### config.mk
export PLATFORM = sky130hd
export DESIGN_NAME = rom_burst_arbiter
export DESIGN_NICKNAME = d
export VERILOG_FILES = /design/src/rtl/rom_burst_arbiter.sv
export SDC_FILE = /design/constraint.sdc
export NUM_CORES = 1
export LEC_CHECK = 0
export CAP_MARGIN = 25
export CORE_UTILIZATION = 35
export CTS_CLUSTER_SIZE = 25
export DETAILED_ROUTE_END_ITERATION = 10
export PLACE_DENSITY = 0.81
export SLEW_MARGIN = 20
export SYNTH_ARGS = -nofsm -noshare
export SYNTH_HDL_FRONTEND = slang
export SYNTH_SLANG_ARGS = --single-unit
### constraint.sdc
create_clock -name clk -period 3.6 [get_ports clk]
set_input_delay 0.54 -clock clk [delete_from_list [all_inputs] [get_ports clk]]
set_output_delay 0.54 -clock clk [all_outputs]
set_load 0.05 [all_outputs]
### src/rtl/rom_burst_arbiter.sv
// rom_burst_arbiter
// Round-robin burst-read controller sitting in front of a single 64x8
// synchronous ROM. Two requesters post (addr, len) bursts. The winner's
// burst is issued as consecutive incrementing ROM reads that wrap at the
// top of the address space. Read data comes back tagged with the owner's
// id and an end-of-burst marker.

module rom_burst_arbiter #(
  parameter int AW = 6,
  parameter int DW = 8,
  parameter int LW = 4
) (
  input  logic          clk,
  input  logic          rst,
  input  logic          req0,
  input  logic          req1,
  input  logic [AW-1:0] addr0,
  input  logic [AW-1:0] addr1,
  input  logic [LW-1:0] len0,
  input  logic [LW-1:0] len1,
  output logic          grant0,
  output logic          grant1,
  output logic          busy,
  output logic          rom_en,
  output logic [AW-1:0] rom_add,
  input  logic [DW-1:0] rom_data,
  output logic [DW-1:0] rdata,
  output logic          rvalid,
  output logic          rid,
  output logic          rlast
);

  localparam logic [0:0] IDLE  = 1'b0;
  localparam logic [0:0] BURST = 1'b1;

  logic [0:0]    state;
  logic          last_id;
  logic [AW-1:0] cur_addr;
  logic [LW-1:0] remaining;
  logic          id;
  logic          pick_any;
  logic          pick_id;

  // Arbitration: a lone request wins outright; on a tie the requester
  // that was not served most recently goes next.
  always_comb begin
    pick_any = req0 | req1;
    pick_id  = 1'b0;
    if (req0 && req1) begin
      pick_id = ~last_id;
    end else begin
      pick_id = req1;
    end
  end

  // Control state, burst sequencing, grant pulses and the one-cycle
  // delayed return-path markers that line up with the ROM's read latency.
  always_ff @(posedge clk or posedge rst) begin
    if (rst) begin
      state     <= IDLE;
      last_id   <= 1'b1;
      cur_addr  <= '0;
      remaining <= '0;
      id        <= 1'b0;
      grant0    <= 1'b0;
      grant1    <= 1'b0;
      rvalid    <= 1'b0;
      rid       <= 1'b0;
      rlast     <= 1'b0;
    end else begin
      grant0 <= 1'b0;
      grant1 <= 1'b0;
      rvalid <= (state == BURST);
      rid    <= id;
      rlast  <= (state == BURST) && (remaining == '0);
      case (state)
        IDLE: begin
          if (pick_any) begin
            state     <= BURST;
            id        <= pick_id;
            last_id   <= pick_id;
            cur_addr  <= pick_id ? addr1 : addr0;
            remaining <= pick_id ? len1 : len0;
            grant0    <= ~pick_id;
            grant1    <= pick_id;
          end
        end
        BURST: begin
          cur_addr  <= cur_addr + AW'(1);
          remaining <= remaining - LW'(1);
          if (remaining == '0) begin
            state <= IDLE;
          end
        end
        default: begin
          state <= IDLE;
        end
      endcase
    end
  end

  assign busy    = (state == BURST);
  assign rom_en  = (state == BURST);
  assign rom_add = cur_addr;
  assign rdata   = rom_data;

endmodule

* Word-level counts from Yosys, hierarchy flattened
Cells that the tools add are included.
Word-level totals: register bits after elaboration 18, output and inout bits 21
Cells by class: $add $sub $neg 2, equality and inequality tests 1, mux-type cells 14, bitwise operators 4, reduce and logical (&&, ||, !) cells 4
Operator list (number):
- $mux 6 | 2
- $pmux 6 s2 | 1
- $mux 4 | 2
- $pmux 4 s2 | 1
- $mux 1 | 7
- $add 6x1->6 const B | 1
- $logic_not 4->1 | 1
- $sub 4x1->4 const B | 1
- $not 1->1 | 3
- $logic_and 1x1->1 | 2
- $ne 2x2->1 const B | 1
- $pmux 1 s2 | 1
- $reduce_and 2->1 | 1
- $or 1x1->1 | 1

* Depth between registers and ports, before layout
word-level depth 5, gate-level depth with buffers 5

* Worst setup path before layout
No wires, ideal clock.
kind register -> register, start register state (netlist: busy), end register cur_addr[2] (netlist: rom_add[2]), setup time 0.123 ns, arrival 1.452 ns, data required time 3.477 ns, slack 2.025 ns, stages on the path, launching flop included 5, clock period less this slack 1.575 ns, cells stage by stage dfrtp_1 > buf_2 > clkbuf_1 > nand3_1 > o221a_1
Between the ends: longest elaborated chain between the ends 2, elaborated cells between the ends (all ways) 3, classes of those cells eq/ne: 1; mux: 1; bitwise: 1
RTL lines:
- start, declared | RTL line 36 | logic [0:0] state;
- start signal, assigned | RTL line 60 | state <= IDLE;
- start signal, assigned | RTL line 79 | state <= BURST;
- start signal, assigned | RTL line 92 | state <= IDLE;
- $not 1->1 (no line)
- $pmux 6 s2 / $ne 2x2->1 (equally long branches)
- end signal, assigned | RTL line 82 | cur_addr <= pick_id ? addr1 : addr0;
- end signal, assigned | RTL line 89 | cur_addr <= cur_addr + AW'(1);
- end, declared | RTL line 38 | logic [AW-1:0] cur_addr;
Parallel ways exist; a longest one is shown, timed or not. A chain may end at the register's enable or synchronous reset.

* Worst setup path in the final report
start register state (netlist: busy), end output port busy
RTL lines:
- end, declared | RTL line 23 | output logic busy,
No word-level cell between the ends.

==> results.md <==
* CP max stage delay at about 0.94 ns
* CTS Buf Count at 3
* Sequential area share after synthesis at 42.7%
* # Post-CTS Setup Buffers at 0
* Yosys warns at 0
* Most used DFF post-synth: dfrtp_1
* Comb power frac at 56.4%
* Final cell count without fillers at 167
* Routability cong. at 0.857
* Grt total ovfl at 0
* Critical path buffers and inverters at 1
* Slew margin rel. at a little over half
* GRT Total Usage at 17.4%
* Status: finished, violations left
* Final nets at 172
* Count leader, synth: dfrtp_1
* Unique masters post-synth at 38
* Top post-synthesis cells by area: dfrtp_1 (40%), buf_4 (6.4%), o221ai_1 (4.1%)
* R2R Path Start: busy$_DFF_PP0_
* Crit path cell chain: clkdlybuf4s50_1
* Grt met3 use at 3.17%
* Final Cycle Share at ~72%
* 1st-iter DRT viols at 64
* P&R area growth vs syn at 30.7%
* I/O Pins at 53
* Reg2reg end: rom_add[5]$_DFFE_PP0P_
* GR Layer Usage met2 at 28.7%
* Storage cell area at between 400 and 500 um2
* Total power draw at around 1.2 mW
* Mapped Avg Cell Area at 9.52 um2
* Achievable Freq at 0.387 GHz
* Die X-Extent at 57.0 um
* Crit. End Element: output port
* Number of synthesized flops with an enable pin at 0
* Vias per inst at between 5 and 6
* Final instance area at around 1400 um2
* Hold Crit Endpoint: rid$_DFF_PP0_
* Critical path arrival at 2.04 ns
* Core Box Area at 2810 um2
* CP required at just over 3 ns
* Static Leakage at 0.554 nW
* Hold_ws at 0.389 ns
* PortBufs at 36
* Mapped Cells at 111
* Number of max-cap violations at 0
* CP top delay family: buffers and inverters
* Reg2Reg Depth at 3
* Post-synth top cells: dfrtp_1 (17), buf_4 (9), nor2_1 (8), inv_1 (6)
* Skew-Pair Late Insertion Delay at 0.29 ns
* Reg2reg setup slack at 1.67 ns
* Cell-internal power at approximately 0.61 mW
* Area after DPL at around 1400 um2
* Final Max Tran Viols at 0
* Area occupied by multi-input gates at 478 um2
* DRT Pass-1 Iters at 7
* Routed WL at between 2000 and 3000 um
* Initial antenna violation count at 0
* Flop pwr share at 35.1%
* Met1 usage at 22.4%
* Post-synthesis register bit count at 18
* Drt wl/cell at 15.5 um
* RSZ-0062 raised after global routing: no
* Antenna cell count at 0
* Crit-path slowest cell: clkdlybuf4s50_1
* Final hold viol count at 0
* Ys async rst share at 100%
* Number of global-route vias before repair at 944
* Worst-Margin Slew at 0.707 ns
* DP Cell Count at 163
* Net Sw Power at 0.567 mW
* Initial Util at approximately 38%
* Hold Path Class: reg -> reg
* Post-CTS sizing at 0
* # clock sinks at 18
* FP Rows at 19
* Switching share of power at a little under half
* CP startpoint: busy$_DFF_PP0_
* Critical setup path kind: reg -> out
* Hold Buf Count CTS at 0
* Vias at 952
* CTS tree: done
* CTS clk-pin slew, worst paths at ~0.10 ns
* Final Setup Violations at 0
* Clock power share at 8.5%
* Worst vdd ir at 0.212 mV
* Largest net degree at the start of global routing at 25
* Setup TNS at 0 ns
* Synthesized area at 1060 um2
* GR peak layer: met2
* Bufs on Longest Clock Path at 2
* DRC viols at 13
* Area share of the leading cell type in the synthesized netlist at just over 40%
* Clock root cell: clkbuf_4
* Htree depth at 1
* PD cells at between 800 and 900 nW/um2
* DP HPWL at 1920 um
* Min Tclk post-route at 2.58 ns
* Detail Route Antenna Nets at 0
* CP max FO at 24
* Failing checks: DRC
* Clk_skew at ~0.008 ns
* Die area at 3240 um2
* Net count after synthesis at 146
* Worst Hold Launch: id$_DFFE_PP0P_
* Ratio of cells with drive above 1 in the final layout at between 3 and 4%
* WHS Path Cells at 0
* Fill count at 266
* First-pass GRT wire length at 4390 um
* Die Y at 57.0 um
* Crit start category: flop
* Dominant cell type by area after synthesis: dfrtp_1
cell usage in the layout, fill, tap and decap left out, types with 2 or more instances in the layout:
cell,count
nor2_1,8
and2_1,4
o22ai_1,4
a31oi_1,2
clkbuf_4,3
nand2b_1,2
nand3_1,5
nor3_1,5
xnor2_1,2
xor2_1,2
inv_1,6
dfrtp_1,17
o221ai_1,5
a21oi_1,2
nand2_1,5
a211oi_1,4
o22a_1,2
clkdlybuf4s50_1,36
ha_1,3
o211ai_1,2
worst max-delay path by stage:
stage,depth (start not counted),slack [ns],end
floorplan,4,2.02,rom_add[2]$_DFFE_PP0P_
global placement,1,1.38,rom_en
detailed placement,4,1.31,rom_add[2]$_DFFE_PP0P_
CTS,1,1.02,busy
global route,1,0.91,busy
finish,1,1.02,busy
stage by stage:
step / setup slack (ns) / utilization [%]
2_1_floorplan: 2.02 / -
5_1_grt: 0.913 / 49.2
3_5_place_dp: 1.31 / 48.3
4_1_cts: 1.02 / 49.2
6_report: 1.02 / 49.2
3_3_place_gp: 1.38 / 48.3
layer usage:
metal / share of wire, % / vias to the layer above / wire, um
met1: 40 / 451 / 1040
met3: 8.6 / 6 / 223
li1: - / 449 / -
met5: 0 / - / 0
met4: 1.5 / 0 / 39
met2: 49 / 46 / 1270
logic make-up after synthesis:
logic type	after synthesis	share of synthesized area [%]
buffers and inverters	22	12.1
flip-flops	18	42.7
AO/OA/AOI/OAI	28	20.8
AND/OR/NAND/NOR	35	16.6
multiplexers	1	0.947
adder cells (fa/ha/maj)	3	3.55
XOR/XNOR	4	3.31
registers in the layout, indices dropped and copies added (netlist names):
| register | cells |
|---|---|
| grant1 | 1 |
| remaining | 4 |
| last_id | 1 |
| grant0 | 1 |
| busy | 1 |
| rom_add | 6 |
| rvalid | 1 |
| rlast | 1 |
| rid | 1 |
| id | 1 |
area by class of cell:
cell class                 instances  area share (%)
inverter                           7            1.90
multi-input combinational         71            34.6
sequential                        18            32.7
tap                               31            2.81
clock buffer                       4            1.90
timing repair buffer              36            26.1
power groups by stage:
stage          logic (mW)  registers (mW)  clock network [mW]
2_1_floorplan       0.326           0.576                   0
3_3_place_gp        0.653           0.413                   0
3_5_place_dp        0.667           0.418                   0
4_1_cts             0.670           0.413               0.105
5_1_grt             0.723           0.429               0.114
6_report            0.666           0.414               0.101
Note: power is estimated with default switching activity, not from simulation.
